==> config.mk <==
export PLATFORM = sky130hd
export DESIGN_NAME = acl_txarq_bufctrl
export DESIGN_NICKNAME = d
export VERILOG_FILES = /design/src/rtl/acl_txarq_bufctrl.sv
export SDC_FILE = /design/constraint.sdc
export NUM_CORES = 1
export LEC_CHECK = 0
export BUFFER_PORTS_ARGS = -buffer_cell sky130_fd_sc_hd__buf_2
export CELL_PAD_IN_SITES_DETAIL_PLACEMENT = 0
export CELL_PAD_IN_SITES_GLOBAL_PLACEMENT = 2
export CORE_AREA = 2 2 291 264
export DETAILED_ROUTE_END_ITERATION = 8
export DIE_AREA = 0 0 293 266
export PLACE_DENSITY_LB_ADDON = 0.25
export SLEW_MARGIN = 0
export SYNTH_ARGS = -nofsm -noshare
export SYNTH_HDL_FRONTEND = slang
export SYNTH_SLANG_ARGS = --single-unit
export TNS_END_PERCENT = 10
==> constraint.sdc <==
create_clock -name clk_6M -period 5.3 [get_ports clk_6M]
set_clock_uncertainty 0.15 [all_clocks]
set_input_delay 0.265 -clock clk_6M [delete_from_list [all_inputs] [get_ports clk_6M]]
set_output_delay 0.265 -clock clk_6M [all_outputs]
set_load 0.005 [all_outputs]
==> src/rtl/acl_txarq_bufctrl.sv <==
// TX-side ACL ARQ buffer controller: per-LT two-entry ping-pong payload queue, SEQN tracking,
// data/NULL decision, ACK-driven release and flush (MCU command or slot timeout).
module acl_txarq_bufctrl #(
  parameter int unsigned LEN_W   = 10,
  parameter int unsigned FLUSH_W = 16
) (
  input  logic               clk_6M,
  input  logic               rstz,
  input  logic               conns_start_p,
  input  logic               init_seqn,
  input  logic               mcu_load_p,
  input  logic               mcu_flush_p,
  input  logic [2:0]         mcu_lt_addr,
  input  logic [LEN_W-1:0]   mcu_len,
  input  logic [FLUSH_W-1:0] flush_to,
  input  logic               slot_tick_p,
  input  logic               tx_slot_p,
  input  logic [2:0]         tx_lt_addr,
  input  logic               rx_hdr_p,
  input  logic [2:0]         rx_lt_addr,
  input  logic               rx_arqn,
  input  logic               rx_flow,
  output logic               tx_haspy,
  output logic               tx_pysel,
  output logic [LEN_W-1:0]   tx_pylen,
  output logic               tx_seqn,
  output logic               tx_retx,
  output logic [7:0]         buf_rdy,
  output logic               load_ovf_p,
  output logic               buf_rel_p,
  output logic [2:0]         buf_rel_lt,
  output logic [7:0]         flush_done_p,
  output logic [7:0]         txaclSEQN
);

  localparam int unsigned NumLt = 8;

  logic [1:0]         cnt_q  [NumLt];
  logic [1:0]         cnt_d  [NumLt];
  logic [LEN_W-1:0]   len_q  [NumLt][2];
  logic [LEN_W-1:0]   len_d  [NumLt][2];
  logic [FLUSH_W-1:0] fcnt_q [NumLt];
  logic [FLUSH_W-1:0] fcnt_d [NumLt];
  logic [NumLt-1:0]   head_q, head_d, sent_q, sent_d, seqn_q, seqn_d, flow_q, flow_d;
  logic [NumLt-1:0]   rel_v, tflush_v, flush_v;

  logic               tx_data;
  logic               tx_haspy_d, tx_pysel_d, tx_seqn_d, tx_retx_d;
  logic [LEN_W-1:0]   tx_pylen_d;
  logic               ovf_d, rel_d;
  logic [2:0]         rel_lt_d;
  logic [NumLt-1:0]   fd_d;

  always_comb begin
    tx_data    = (cnt_q[tx_lt_addr] != 2'd0) && flow_q[tx_lt_addr];
    tx_haspy_d = tx_haspy;
    tx_pysel_d = tx_pysel;
    tx_pylen_d = tx_pylen;
    tx_seqn_d  = tx_seqn;
    tx_retx_d  = tx_retx;
    ovf_d      = 1'b0;
    rel_d      = 1'b0;
    rel_lt_d   = buf_rel_lt;
    head_d     = head_q;
    sent_d     = sent_q;
    seqn_d     = seqn_q;
    flow_d     = flow_q;
    rel_v      = '0;
    tflush_v   = '0;
    flush_v    = '0;

    // Decision is taken on the state before any same-cycle update.
    if (tx_slot_p) begin
      tx_haspy_d = tx_data;
      tx_pysel_d = tx_data ? head_q[tx_lt_addr] : 1'b0;
      tx_pylen_d = tx_data ? len_q[tx_lt_addr][head_q[tx_lt_addr]] : '0;
      tx_retx_d  = tx_data ? sent_q[tx_lt_addr] : 1'b0;
      tx_seqn_d  = seqn_q[tx_lt_addr];
    end

    for (int i = 0; i < NumLt; i++) begin
      cnt_d[i]    = cnt_q[i];
      len_d[i][0] = len_q[i][0];
      len_d[i][1] = len_q[i][1];
      fcnt_d[i]   = fcnt_q[i];

      if (slot_tick_p && cnt_q[i] != 2'd0) begin
        if (~&fcnt_q[i]) fcnt_d[i] = fcnt_q[i] + FLUSH_W'(1);
        tflush_v[i] = (flush_to != '0) &&
                      (({1'b0, fcnt_q[i]} + (FLUSH_W+1)'(1)) >= {1'b0, flush_to});
      end

      if (tx_slot_p && tx_lt_addr == 3'(i) && tx_data) sent_d[i] = 1'b1;

      // Release acts on the head that was outstanding before this cycle.
      if (rx_hdr_p && rx_lt_addr == 3'(i)) begin
        flow_d[i] = rx_flow;
        if (rx_arqn && sent_q[i]) begin
          rel_v[i]  = 1'b1;
          head_d[i] = ~head_q[i];
          cnt_d[i]  = cnt_q[i] - 2'd1;
          sent_d[i] = 1'b0;
          seqn_d[i] = ~seqn_q[i];
          fcnt_d[i] = '0;
        end
      end

      flush_v[i] = tflush_v[i] | (mcu_flush_p && mcu_lt_addr == 3'(i));
      if (flush_v[i]) begin
        if (sent_d[i]) seqn_d[i] = ~seqn_d[i];
        cnt_d[i]  = 2'd0;
        sent_d[i] = 1'b0;
        fcnt_d[i] = '0;
      end

      if (mcu_load_p && mcu_lt_addr == 3'(i)) begin
        if (cnt_d[i] != 2'd2) begin
          len_d[i][head_d[i] ^ (cnt_d[i] == 2'd1)] = mcu_len;
          if (cnt_d[i] == 2'd0) fcnt_d[i] = '0;
          cnt_d[i] = cnt_d[i] + 2'd1;
        end else begin
          ovf_d = 1'b1;
        end
      end

      if (rel_v[i] && !flush_v[i]) begin
        rel_d    = 1'b1;
        rel_lt_d = 3'(i);
      end
    end
    fd_d = flush_v;

    if (conns_start_p) begin
      for (int i = 0; i < NumLt; i++) begin
        cnt_d[i]  = 2'd0;
        fcnt_d[i] = '0;
      end
      head_d     = '0;
      sent_d     = '0;
      seqn_d     = {NumLt{init_seqn}};
      flow_d     = '1;
      tx_haspy_d = 1'b0;
      tx_pysel_d = 1'b0;
      tx_pylen_d = '0;
      tx_seqn_d  = 1'b0;
      tx_retx_d  = 1'b0;
      ovf_d      = 1'b0;
      rel_d      = 1'b0;
      rel_lt_d   = '0;
      fd_d       = '0;
    end
  end

  always_comb begin
    for (int i = 0; i < NumLt; i++) buf_rdy[i] = (cnt_q[i] != 2'd2);
  end

  assign txaclSEQN = seqn_q;

  always_ff @(posedge clk_6M or negedge rstz) begin
    if (!rstz) begin
      for (int i = 0; i < NumLt; i++) begin
        cnt_q[i]    <= '0;
        fcnt_q[i]   <= '0;
        len_q[i][0] <= '0;
        len_q[i][1] <= '0;
      end
      head_q       <= '0;
      sent_q       <= '0;
      seqn_q       <= '0;
      flow_q       <= '1;
      tx_haspy     <= 1'b0;
      tx_pysel     <= 1'b0;
      tx_pylen     <= '0;
      tx_seqn      <= 1'b0;
      tx_retx      <= 1'b0;
      load_ovf_p   <= 1'b0;
      buf_rel_p    <= 1'b0;
      buf_rel_lt   <= '0;
      flush_done_p <= '0;
    end else begin
      for (int i = 0; i < NumLt; i++) begin
        cnt_q[i]    <= cnt_d[i];
        fcnt_q[i]   <= fcnt_d[i];
        len_q[i][0] <= len_d[i][0];
        len_q[i][1] <= len_d[i][1];
      end
      head_q       <= head_d;
      sent_q       <= sent_d;
      seqn_q       <= seqn_d;
      flow_q       <= flow_d;
      tx_haspy     <= tx_haspy_d;
      tx_pysel     <= tx_pysel_d;
      tx_pylen     <= tx_pylen_d;
      tx_seqn      <= tx_seqn_d;
      tx_retx      <= tx_retx_d;
      load_ovf_p   <= ovf_d;
      buf_rel_p    <= rel_d;
      buf_rel_lt   <= rel_lt_d;
      flush_done_p <= fd_d;
    end
  end

endmodule
==> results of run 1 <==
## sequential cells by signal, summed over array words and instances (netlist names)
register	cells
tx_pylen	10
txaclSEQN	8
tx_pysel	1
load_ovf_p	1
buf_rel_lt	3
tx_retx	1
flush_done_p	8
sent_q	8
tx_haspy	1
buf_rel_p	1
len_q	160
head_q	8
cnt_q	16
tx_seqn	1
fcnt_q	128
flow_q	8
## final timing paths
check                                         end  slack (ns)  cells after the start
min in group asynchronous    fcnt_q[69]$_DFF_PN0_        0.19                      2
max                        len_q[147]$_DFFE_PN0P_        0.38                     18
min                        len_q[132]$_DFFE_PN0P_        0.04                      2
max in group asynchronous      cnt_q[1]$_DFF_PN0_        3.50                      3
min reg2reg                  tx_haspy$_DFFE_PN0P_        0.34                      2
max reg2reg                len_q[147]$_DFFE_PN0P_        0.38                     18
## per-stage QoR
step | setup TNS (ns) | setup slack (ns) | instances
6_report | 0 | 0.375 | 3282
5_1_grt | -0.0857 | -0.0857 | 3282
4_1_cts | 0 | 0.102 | 3281
3_5_place_dp | 0 | 0.122 | 3186
3_3_place_gp | 0 | 0.107 | 3186
2_1_floorplan | 0 | 0.597 | 2136
## power by group
| part | switching, mW | internal [mW] | leakage [nW] |
|---|---|---|---|
| clock network | 1.33 | 1.85 | 0.736 |
| logic | 0.432 | 0.410 | 6.19 |
| registers | 0.114 | 3.00 | 4.83 |
## cell type report
class,count,area (µm²)
multi-input combinational,1619,12700
timing repair buffer,159,1080
fill,7571,49400
clock buffer,62,1280
inverter,81,304
tap,980,1230
clock inverter,18,240
sequential,363,9090
## layer usage
| metal | up-vias | wire length [µm] | track usage [%] |
|---|---|---|---|
| met5 | - | 0 | 0 |
| met4 | 0 | 1300 | 4.28 |
| met3 | 69 | 2380 | 2.45 |
| met2 | 281 | 30700 | 27.7 |
| met1 | 8392 | 33300 | 25.2 |
| li1 | 7894 | - | - |
## logic make-up (layout without fill, tap and decap cells)
kind of cell | count (synthesis) | in the layout | synth area share, %
buf+inv | 154 | 320 | 2.64
flops | 363 | 363 | 40.7
simple gates | 712 | 712 | 15.1
fa+ha+maj | 184 | 184 | 10.3
xor+xnor | 227 | 227 | 8.90
compound gates | 268 | 268 | 8.06
mux | 228 | 228 | 14.3
## worst reg2reg max path: cells and delay by family, from the launching register on
kind                       cells  cell delay (ns)
muxes                          1             0.38
adders and majority gates      2             0.54
DFF                            1             0.49
buffers and inverters          2             0.34
xor gates and xnor gates       1             0.19
and+or+nand+nor                9             1.71
AOI/OAI and AO/OA              3             1.01
## timing repair
action,CTS,global route
resized for setup,0,10
endpoints found under the hold margin,168,0
endpoints found under the setup margin,0,131
setup buffers,0,1
hold buffers,15,0
## cell usage in the layout (no fill, tap or decap), types with 44 or more instances in the layout
master,instances
sky130_fd_sc_hd__mux2_2,162
sky130_fd_sc_hd__a21oi_1,69
sky130_fd_sc_hd__clkbuf_16,44
sky130_fd_sc_hd__nand3_1,91
sky130_fd_sc_hd__xnor2_1,119
sky130_fd_sc_hd__ha_1,184
sky130_fd_sc_hd__xor2_1,108
sky130_fd_sc_hd__mux4_2,57
sky130_fd_sc_hd__nand2_1,175
sky130_fd_sc_hd__nor2_1,252
sky130_fd_sc_hd__buf_2,86
sky130_fd_sc_hd__buf_4,51
sky130_fd_sc_hd__dfrtp_1,355
sky130_fd_sc_hd__inv_1,81
==> flow_results.org, run 1 <==
** Clocking
- H-tree lvl count :: 2
- Longest Clk Path Bufs :: 3
- Clock sink count :: 363
- Counting the buffers created by CTS gives 44.
- TritonCTS built the clock tree.
- CTS Root Buffer Type :: sky130_fd_sc_hd__clkbuf_16
- After clock tree synthesis, the clock-pin slew on the worst setup and hold paths is approximately 0.060 ns.
- Worst-skew pair later-pin latency :: 0.61 ns

** STA
- Max-slew headroom at the worst pin :: about a quarter
- Worst hold slack after final layout :: 0.0371 ns
- Final Hold Violating Endpoints :: 0
- Minimum clock period :: 4.92 ns
- Number of setup violations in the final report :: 0
- Max Clock Freq :: roughly 200 MHz
- At the pin with the least slew margin, the transition time is about 1.1 ns.
- Setup repair after global routing could not meet its margin everywhere.
- Number of slew-limit violations in the final report :: 0
- Final cycle utilization of the critical path :: between 90% and 100%

** Finish
- Final design utilization :: around 34%
- After the last flow step, the layout net total stands at approximately 2500.
- Post-synthesis to final-layout area growth :: 15.9%
- The repair_antennas step left the layout with diodes totalling 0.
- With fillers left out, the area of the finished cells amounts to 0.0259 mm².
- Fraction of layout cells with a size suffix above 1 :: between 20 and 25%

** Global routing
- Global routing finished with a remaining overflow of 0.
- Initial antenna violation count :: 0
- Global routing used approximately 18% of the available tracks.
- The first global-routing pass estimated 105 mm of wire.
- Entering global routing, the biggest net connects ~140 pins.
- Via count of the first global-routing pass :: about 17000

** Worst setup path
- Crit path launch type :: flop
- Traced cell by cell, the critical path runs through and4_4, and4_1, and4_1, nand2_1, nor2_1, xor2_1, ha_1, nand3_1, nor2_1, a211o_1, a2111oi_1, a211o_4, and2_1, inv_1, ha_1, nor3_4, buf_4, mux2_2.
- Among all stages on the critical path, the largest delay is contributed by sky130_fd_sc_hd__dfrtp_1.
- Data required time of the critical path :: between 5 and 6 ns
- CP Launch Point :: fcnt_q[114]$_DFF_PN0_
- Counting both buffers and inverters, the worst setup path holds a total of 2.
- Biggest fanout along the worst timing path :: 10
- The cell family contributing the most delay on the critical path is simple AND/OR/NAND/NOR gates.
- The worst setup path is of the flop to flop kind.
- FF-to-FF Start :: fcnt_q[114]$_DFF_PN0_
- In this design, the stage delay of the slowest critical-path cell is between 0.4 and 0.5 ns.
- Critical Path End Type :: flop
- Data arrival time of the worst path :: 5.26 ns

** Flow run
- Max-Cap Viols :: 0

** Logic synthesis
- Mapped Nets :: approximately 2400
- The synthesized design spends more area on one cell type than any other, namely sky130_fd_sc_hd__dfrtp_1.
- For this run, the number of Yosys warnings is 0.
- The synthesized design contains around 360 register bits.
- After synthesis the cells add up to ~0.022 mm².
- Cell types with the largest area share after synthesis :: sky130_fd_sc_hd__dfrtp_1 (40%), sky130_fd_sc_hd__ha_1 (10%), sky130_fd_sc_hd__mux2_2 (8.2%)
- Fraction of synthesized cell area taken by the top area cell type :: between 30 and 40%
- Cell variety after synth :: around 70
- Prevailing post-synth register cell :: sky130_fd_sc_hd__dfrtp_1
- Each instance of the synthesized netlist takes up on average about 10 µm².
- Instance count of the mapped netlist :: 2136
- Async set-reset flop share out of synthesis :: 100%
- Counting flops with a built-in enable in the synthesized netlist gives 0.
- Among all cell types in the netlist, the one instantiated most often is sky130_fd_sc_hd__dfrtp_1.
- Of the synthesized area, sequential elements account for around two fifths.
- Counting instances in the post-synthesis netlist gives the leading cell types as sky130_fd_sc_hd__dfrtp_1 (355), sky130_fd_sc_hd__nor2_1 (253), sky130_fd_sc_hd__ha_1 (184).

** Floorplan
- Number of primary I/O pins :: between 80 and 90
- Initial Util :: 29.7%
- The die is between 200 and 300 µm wide.
- The die is 266 µm tall.
- The initialized floorplan defines 96 standard-cell rows.
- Overall die area :: just under 0.08 mm²
- Core Box Area :: 0.0753 mm²

** Routing
- Avg Vias per Cell :: about 5.1
- Final routed DRC violation total :: 0
- WL per Instance :: just over 20 µm
- The detailed router finished its first iteration with 1109 violations.
- The count of nets left with antenna violations once routing finished came out at 0.
- The pre-antenna-repair detailed-routing pass consisted of 5 iterations.
- Total number of vias :: around 17000
- For this block, the routed nets add up to around 68 mm of wire.

** Pwr
- Power consumption :: just over 7 mW
- Static power due to leakage :: 11.8 nW
- Dividing total power by cell area gives a power density of around 280 mW/mm².
- Maximum vdd drop :: 0.000231 V

** Hold path
- In this run the most critical hold path is launched from mcu_len[2].
- Worst hold path class :: primary input to flop

** Place
- Buffers placed on the I/O ports in this run total slightly below 90.
- Once placement finished, the instance area stood at 0.0242 mm².
- Summed over all nets, the half-perimeter wirelength after detailed placement is between 40 and 50 mm.
- At the end of routability-driven placement, the weighted congestion stood at 0.791.

** Status
- The flow ran to the end, and the final reports show no timing, DRC or antenna violations.
Note: power is estimated with default switching activity, not from simulation.
==> run 2, diff against run 1 <==
Settings changed: MAX_ROUTING_LAYER set to met4.
==> run 2 against run 1 <==
Non-clock buffer count unchanged. Utilization did not move. Critical path depth did not move. Critical path type unchanged. Highest routed layer unchanged. Cell count is the same. Worst setup slack improved by 0.032 ns. Count of clock-buffer cells in the layout is the same. First-iteration DRC count shrank 0.90%. Via count decreased by 0.37%. Flip-flop and latch count unchanged.
==> flow_results.org, run 2 (same netlist as run 1, synthesis figures left out) <==
** Status
- The flow ran to the end, and the final reports show no timing, DRC or antenna violations.

** Worst setup path
- Along the worst path, the maximum fanout reaches 10.
- The slowest stage of the critical path is the sky130_fd_sc_hd__dfrtp_1 cell.
- The worst register-to-register path has a depth of 18.
- Crit path launch type :: flop
- Top delay family on crit path :: simple AND/OR/NAND/NOR gates
- The number of buffers and inverters on the critical path is 2.
- CP Cell Sequence :: and4_4, and4_1, and4_1, nand2_1, nor2_1, xor2_1, ha_1, nand3_1, nor2_1, a211o_1, a2111oi_1, a211o_4, and2_1, inv_1, ha_1, nor3_4, buf_4, mux2_2
- The critical path is of the flop to flop type.
- Maximum cell stage delay along the critical path :: around 0.48 ns
- The most critical setup path has its startpoint at fcnt_q[114]$_DFF_PN0_.
- Data required time of the critical path :: around 5.6 ns
- Data arrival time of the worst path :: around 5.2 ns
- Slack of the worst reg-to-reg path :: 0.41 ns
- In this run the critical register-to-register path is launched from fcnt_q[114]$_DFF_PN0_.
- In this run the critical register-to-register path is captured at len_q[144]$_DFFE_PN0P_.
- Critical Path End Type :: flop

** Clocking
- Clock transition at the registers of the reported paths :: 0.06 ns
- CTS Root Buffer Type :: sky130_fd_sc_hd__clkbuf_16
- For the worst-skew pair, the clock arrives at the later sink with an insertion delay of roughly 0.60 ns.
- Clock sink count :: ~360
- The longest clock path from root to sink contains 3 buffers.
- Clock tree from TritonCTS :: built
- H-tree lvl count :: 2
- In this run, CTS created clock tree buffers numbering 44.

** STA
- Final Hold Violating Endpoints :: 0
- Max Clock Freq :: roughly 200 MHz
- Max-slew headroom at the worst pin :: 24.5%
- The final max-slew violation count was 0.
- Total negative slack for setup checks :: 0 ns
- Number of setup violations in the final report :: 0
- Setup repair after global routing missed its margin :: true
- Final cycle utilization of the critical path :: 92.3%
- Minimum clock period :: 4.89 ns
- Transition time of the tightest slew-check pin :: roughly 1.1 ns

** Floorplan
- Overall die area :: around 0.08 mm²
- Die width :: between 200 and 300 µm
- Core Box Area :: around 0.075 mm²
- Initial Util :: ~30%
- The floorplan has 96 rows.
- Pin placement for this block handled 89 I/O pins.
- In this run the vertical extent of the chip is approximately 270 µm.

** Finish
- Most common library cell in the layout ignoring fill and taps :: sky130_fd_sc_hd__dfrtp_1
- The number of antenna diodes in the final layout is 0.
- Top reg by flops :: len_q
- Final design utilization :: between 30 and 40%
- Top Registers :: len_q x160, fcnt_q x128, cnt_q x16
- Post-synthesis to final-layout area growth :: 15.9%
- The register with the most flip-flops in the layout has 160 of them.
- Number of nets in the final layout :: approximately 2500
- Fill cell instance count of the final layout :: between 7000 and 8000
- The post-route netlist has between 20 and 25% of its cells at a drive strength greater than 1.
- Post-layout instance area :: between 0.02 and 0.03 mm²
- Highest-count cells in the layout ignoring fill and taps :: sky130_fd_sc_hd__dfrtp_1 (355), sky130_fd_sc_hd__nor2_1 (252), sky130_fd_sc_hd__ha_1 (184), sky130_fd_sc_hd__nand2_1 (175), sky130_fd_sc_hd__mux2_2 (162)

** Global routing
- Global Route Usage Sum :: approximately 18%
- Entering global routing, the biggest net connects 137 pins.
- Global routing finished with a remaining overflow of 0.
- The first global-routing pass estimated 105 mm of wire.
- Initial antenna violation count :: 0
- Via count of the first global-routing pass :: 17000

** Routing
- The detail route stage leaves a number of antenna-violating nets equal to 0.
- After detailed routing, the number of vias per cell comes to approximately 5.
- WL per Instance :: 20.7 µm
- Number of search-and-repair iterations in the first detailed-routing pass :: 5
- The detailed router finished its first iteration with between 1000 and 1500 violations.
- Total number of vias :: 16600
- WL final :: ~68 mm
- Final routed DRC violation total :: 0

** Place
- Count of port buffers added during placement :: ~90
- Routability-driven placement finished with a final weighted congestion of 0.803.
- Summing all placed instances gives a cell area of around 0.024 mm².
- The HPWL after detailed placement is about 48 mm.

** Hold path
- The worst hold path terminates at len_q[132]$_DFFE_PN0P_.
- The worst hold path begins at mcu_len[2].
- Number of stages on the worst hold path :: 2
- Worst hold path class :: primary input to flop

** Pwr
- Maximum vdd drop :: approximately 0.00023 V
- Total power divided by cell area :: between 200 and 300 mW/mm²
- Static power due to leakage :: about 12 nW
- Power consumption :: 7.13 mW

** Flow run
- Across the run, the number of max-cap violations was 0.
## run 2: cell counts in the layout (fill, tap and decap cells not counted)
Identical to the previous run, type by type.
## run 2: worst max path at each step
| stage | to | depth (start not counted) |
|---|---|---|
| final | len_q[144]$_DFFE_PN0P_ | 18 |
| after detailed placement | len_q[80]$_DFFE_PN0P_ | 17 |
| after global placement | len_q[84]$_DFFE_PN0P_ | 17 |
| after CTS | len_q[80]$_DFFE_PN0P_ | 17 |
| after global routing | fcnt_q[110]$_DFF_PN0_ | 21 |
| after floorplan | fcnt_q[100]$_DFF_PN0_ | 21 |
## run 2: final cells by class
class                      count  area [µm²]  area share [%]
multi-input combinational   1619       12700            48.9
sequential                   363        9090            35.1
clock buffer                  62        1280            4.94
tap                          980        1230            4.73
timing repair buffer         159        1080            4.17
inverter                      81         304            1.17
clock inverter                18         240           0.927
## run 2: routing by layer
layer	global-route usage, %	share of wire, %	vias up
met5	-	0	-
met4	4.28	1.9	0
met3	2.39	3.6	69
met2	27.7	45	264
met1	25.3	49	8344
li1	-	-	7898
## run 2: worst reg2reg max path, stage by stage, from the launching register on
cell	delay (ns)
sky130_fd_sc_hd__dfrtp_1	0.48
sky130_fd_sc_hd__and4_4	0.31
sky130_fd_sc_hd__and4_1	0.34
sky130_fd_sc_hd__and4_1	0.27
sky130_fd_sc_hd__nand2_1	0.09
sky130_fd_sc_hd__nor2_1	0.18
sky130_fd_sc_hd__xor2_1	0.19
sky130_fd_sc_hd__ha_1	0.27
sky130_fd_sc_hd__nand3_1	0.08
sky130_fd_sc_hd__nor2_1	0.05
sky130_fd_sc_hd__a211o_1	0.31
sky130_fd_sc_hd__a2111oi_1	0.40
sky130_fd_sc_hd__a211o_4	0.29
sky130_fd_sc_hd__and2_1	0.20
sky130_fd_sc_hd__inv_1	0.09
sky130_fd_sc_hd__ha_1	0.26
sky130_fd_sc_hd__nor3_4	0.19
sky130_fd_sc_hd__buf_4	0.24
sky130_fd_sc_hd__mux2_2	0.37
## run 2: per-stage QoR
stage	setup WS, ns	hold WS (ns)	cells
floorplan	0.597	-0.181	2136
global placement	0.107	0.256	3186
detailed placement	0.122	0.263	3186
CTS	0.102	0.000148	3281
global route	-0.0802	0.0467	3282
finish	0.407	0.0423	3282
## run 2: repair_timing
item                                    4_1_cts  5_1_grt
endpoints found under the hold margin       168        0
setup buffers                                 0        1
endpoints found under the setup margin        0      130
hold buffers                                 15        0
resized for setup                             0       10
## run 2: power by group
part | switching, mW | internal [mW]
Combinational | 0.433 | 0.410
Sequential | 0.114 | 3.00
Clock | 1.33 | 1.85
==> run 3, diff against run 2 <==
Settings changed: ABC_AREA set to 1, CORE_AREA 2 2 291 264 to 2 2 296 269, DIE_AREA 0 0 293 266 to 0 0 298 271.
==> run 3 against run 2 <==
Worst setup slack improved by 0.084 ns. Critical path depth increased by 9. Register-to-register slack improved by 0.08 ns. Total power increased by 3.7%. Count of clock-buffer cells in the layout increased by 7. Cell count increased by 24%.
==> flow_results.org, run 3 <==
** Status
- The run finished with clean final reports.

** STA
- For the final routed database, the setup TNS stands at 0 ns.
- Transition time of the tightest slew-check pin :: 1.08 ns
- Setup repair after global routing left no endpoint under its margin.
- Timing would allow up to between 200 and 250 MHz.
- The final max-slew violation count was 0.
- Minimum clock period :: around 4.8 ns
- Dividing the final minimum period by the clock period gives 90.7%.
- Number of setup violations in the final report :: 0
- Measured against its own limit, the worst slew margin works out to 27.7%.
- The count of final hold-check violations came to 0.

** Global routing
- First-pass GRT wire length :: approximately 120 mm
- Global Route Usage Sum :: a little under a fifth
- Initial antenna violation count :: 1
- Via count of the first global-routing pass :: 19300
- Entering global routing, the biggest net connects 109 pins.
- For this run the aggregate overflow at the end of global routing stands at 0.

** Worst setup path
- Data required time of the critical path :: ~5.6 ns
- Path type of the worst setup path :: flop to flop
- Destination of the worst register-to-register timing path :: len_q[3]$_DFFE_PN0P_
- The worst setup path is launched from a flop.
- FF-to-FF Start :: fcnt_q[0]$_DFF_PN0_
- Biggest fanout along the worst timing path :: 20
- Data arrival time of the worst path :: ~5.1 ns
- CP Launch Point :: fcnt_q[0]$_DFF_PN0_
- Count of cells along the worst register-to-register path :: 27
- STA classifies the critical path endpoint as a flop.
- In this run the register-to-register setup slack is roughly 0.5 ns.

** Finish
- Fraction of layout cells with a size suffix above 1 :: between 10% and 20%
- Post-layout instance area :: ~0.026 mm²
- For this run, the post-layout net count is roughly 3200.
- Fill cell instance count of the final layout :: about 8300
- Post-synthesis to final-layout area growth :: 13.7%
- Once layout is complete, the cells apart from fillers number between 4000 and 5000.
- In the final layout, flip-flops and latches occupy 0.00909 mm².
- ANT cells :: 0
- At the end of the flow the core is filled with cells to between 30% and 40%.
- Counting flops per register, the top entry is len_q.
- Multi-input logic area :: 0.0121 mm²
- Highest-count cells in the layout ignoring fill and taps :: sky130_fd_sc_hd__nand2_1 (595), sky130_fd_sc_hd__dfrtp_1 (355), sky130_fd_sc_hd__inv_1 (348), sky130_fd_sc_hd__nor2_1 (297), sky130_fd_sc_hd__o21ai_0 (268)
- The largest registers in the layout are len_q x160, fcnt_q x128, cnt_q x16.
- Most common library cell in the layout ignoring fill and taps :: sky130_fd_sc_hd__nand2_1
- The register with the most flip-flops in the layout has 160 of them.

** Hold path
- Worst hold path class :: primary input to flop
- The worst hold path passes through 3 cells.
- The worst hold path terminates at flush_done_p[2]$_DFF_PN0_.
- The worst hold path begins at mcu_flush_p.

** Place
- After legalization and detailed placement, the total HPWL measured 52.0 mm.
- After detailed placement, the total cell area comes to about 0.025 mm².
- Count of port buffers added during placement :: slightly below 90
- The congestion estimate from routability-driven global placement came to between 0.8 and 0.9.
- Placed insts :: ~4000

** Logic synthesis
- The synthesized design contains 363 register bits.
- In the synthesized netlist, the number of instances is about 3000.
- List of most frequent post-synthesis cells :: sky130_fd_sc_hd__nand2_1 (600), sky130_fd_sc_hd__dfrtp_1 (355), sky130_fd_sc_hd__inv_1 (349)
- In the post-synthesis netlist, the cell with the most instances is sky130_fd_sc_hd__nand2_1.
- For this run, the leading register cell type out of synthesis is sky130_fd_sc_hd__dfrtp_1.
- Ranked by total cell area, the synthesized netlist is headed by sky130_fd_sc_hd__dfrtp_1 (39%), sky130_fd_sc_hd__ha_1 (10%), sky130_fd_sc_hd__nand2_1 (9.8%).
- Summing the sequential cell areas from Yosys gives about two fifths of the chip area.
- After synthesis, the mean cell area works out to 7.87 µm².
- Counting flops with a built-in enable in the synthesized netlist gives 0.
- Total number of yosys warnings :: 0
- Cell variety after synth :: between 50 and 60
- When the netlist entered floorplanning its net count stood at approximately 3200.
- Area leader, netlist :: sky130_fd_sc_hd__dfrtp_1
- After synthesis, the largest area contributor takes up 38.5% of total cell area.
- Async set-reset flop share out of synthesis :: 100%
- Area of the mapped netlist :: between 0.02 and 0.025 mm²

** Floorplan
- Die width :: around 300 µm
- Overall die area :: roughly 0.081 mm²
- Number of rows created at floorplan :: just under 100
- Initial Util :: ~30%
- Number of primary I/O pins :: between 80 and 90
- The floorplan step set the die height to between 200 and 300 µm.
- After floorplanning, the core was sized to cover about 0.077 mm².

** Routing
- Antenna viol nets, final :: 0
- The first detailed-routing pass ran for 5 iterations.
- Using the TritonRoute via totals, the vias-per-cell ratio works out to 4.84.
- Initial DRC Count :: 1315
- Total number of vias :: 19800
- After detailed routing, the average wire length per cell comes to approximately 18 µm.
- WL final :: ~75 mm
- Final routed DRC violation total :: 0

** Pwr
- Across the VDD grid, the largest voltage drop is roughly 0.00023 V.
- Static power due to leakage :: approximately 13 nW
- For this design the ratio of total power to cell area is ~280 mW/mm².

** Clocking
- The H-tree was split into 2 levels.
- Clock-pin slew was measured on the worst setup and hold paths at 0.06 ns.
- The tree is rooted in a sky130_fd_sc_hd__clkbuf_16.
- Number of buffers inserted by post-CTS setup repair :: 0
- Clock sink count :: 363
- No sink is reached through more buffers than the 3 on the longest clock path.
- In this run, CTS created clock tree buffers numbering 45.
- TritonCTS built the clock tree.
- Worst-skew pair later-pin latency :: about 0.6 ns

** Flow run
- The tool flagged a number of max-cap violations equal to 0.
run 3: cell types whose count changed in the layout (fill, tap and decap cells not counted), moves of 18 or more:
cell                      previous run  this run
sky130_fd_sc_hd__o21ai_0            39       268
sky130_fd_sc_hd__o21ai_1             2        55
sky130_fd_sc_hd__a21oi_1            69        93
sky130_fd_sc_hd__mux2_2            162         0
sky130_fd_sc_hd__and3_1             25         5
sky130_fd_sc_hd__inv_1              81       348
sky130_fd_sc_hd__nor2_1            252       297
sky130_fd_sc_hd__mux4_2             57         0
sky130_fd_sc_hd__o22ai_1            27       120
sky130_fd_sc_hd__xnor2_1           119        17
sky130_fd_sc_hd__nor2_2              1        24
sky130_fd_sc_hd__nor3_1             30        54
sky130_fd_sc_hd__nand2_1           175       595
sky130_fd_sc_hd__nor2b_1            18         0
run 3: per-stage QoR:
step                      power [mW]  setup slack (ns)  hold slack [ns]
after floorplan                 3.87              1.41           -0.181
final                           7.39             0.492           0.0330
after global placement          4.24             0.420            0.212
after detailed placement        4.27             0.322            0.222
after global routing            7.80           0.00595           0.0366
after CTS                       7.51             0.345           0.0127
run 3: how the worst max path moves through the flow:
| stage | end | slack (ns) | cells after the start |
|---|---|---|---|
| 2_1_floorplan | len_q[0]$_DFFE_PN0P_ | 1.41 | 28 |
| 3_3_place_gp | len_q[10]$_DFFE_PN0P_ | 0.42 | 28 |
| 3_5_place_dp | len_q[14]$_DFFE_PN0P_ | 0.32 | 27 |
| 4_1_cts | len_q[14]$_DFFE_PN0P_ | 0.35 | 27 |
| 5_1_grt | fcnt_q[5]$_DFF_PN0_ | 0.006 | 26 |
| 6_report | len_q[3]$_DFFE_PN0P_ | 0.49 | 27 |
run 3: repair_timing:
item	4_1_cts	5_1_grt
endpoints found under the setup margin	0	12
resized for setup	0	2
hold endpoints to repair	111	0
hold buffers	12	0
run 3: per-layer routing:
metal | part of all wire (%) | vias to the layer above | wire, µm | track usage (%)
met3 | 4.1 | 72 | 3070 | 2.51
met1 | 49 | 9489 | 37100 | 26.5
met5 | 0 | - | 0 | -
met2 | 45 | 367 | 33500 | 29.3
met4 | 1.7 | 0 | 1260 | 3.76
li1 | - | 9835 | - | -
run 3: logic make-up (layout without fill, tap and decap cells):
group                      after synthesis  after routing  synth area share (%)
and+or+nand+nor                       1208           1208                  23.8
adders and majority gates              184            184                  9.98
muxes                                    2              2                0.0868
buffers and inverters                  467            582                  8.20
AOI/OAI and AO/OA                      593            593                  14.2
xor gates and xnor gates               114            114                  4.33
DFF                                    363            363                  39.4
run 3: critical path: stages (launching register included):
cell and delay [ns]:
sky130_fd_sc_hd__dfrtp_1 0.42, sky130_fd_sc_hd__ha_1 0.24, sky130_fd_sc_hd__nand3_2 0.10, sky130_fd_sc_hd__nor2_1 0.10
sky130_fd_sc_hd__nand2_1 0.10, sky130_fd_sc_hd__nor2_2 0.17, sky130_fd_sc_hd__nand3_1 0.12, sky130_fd_sc_hd__nor2_2 0.14
sky130_fd_sc_hd__nand3_1 0.11, sky130_fd_sc_hd__nor2_1 0.13, sky130_fd_sc_hd__xor2_1 0.21, sky130_fd_sc_hd__ha_1 0.28
sky130_fd_sc_hd__and3_1 0.20, sky130_fd_sc_hd__nand4_1 0.08, sky130_fd_sc_hd__nor2_1 0.05, sky130_fd_sc_hd__nor3_1 0.13
sky130_fd_sc_hd__nand3_1 0.24, sky130_fd_sc_hd__nand2_1 0.20, sky130_fd_sc_hd__nand2_2 0.13, sky130_fd_sc_hd__inv_2 0.13
sky130_fd_sc_hd__nand2_1 0.14, sky130_fd_sc_hd__inv_1 0.09, sky130_fd_sc_hd__ha_1 0.14, sky130_fd_sc_hd__inv_1 0.05
sky130_fd_sc_hd__or2_2 0.30, sky130_fd_sc_hd__nand3_1 0.10, sky130_fd_sc_hd__buf_4 0.28, sky130_fd_sc_hd__o21ai_0 0.12
run 3: where the power goes:
part,switching (mW),internal [mW]
Clock,1.34,1.84
Sequential,0.159,3.02
Combinational,0.680,0.354
run 3: cell type report:
class,instances,area share [%]
sequential,363,34.7
clock inverter,12,0.687
multi-input combinational,2101,46.1
clock buffer,69,5.06
timing repair buffer,136,3.30
inverter,365,5.23
tap,1039,4.96
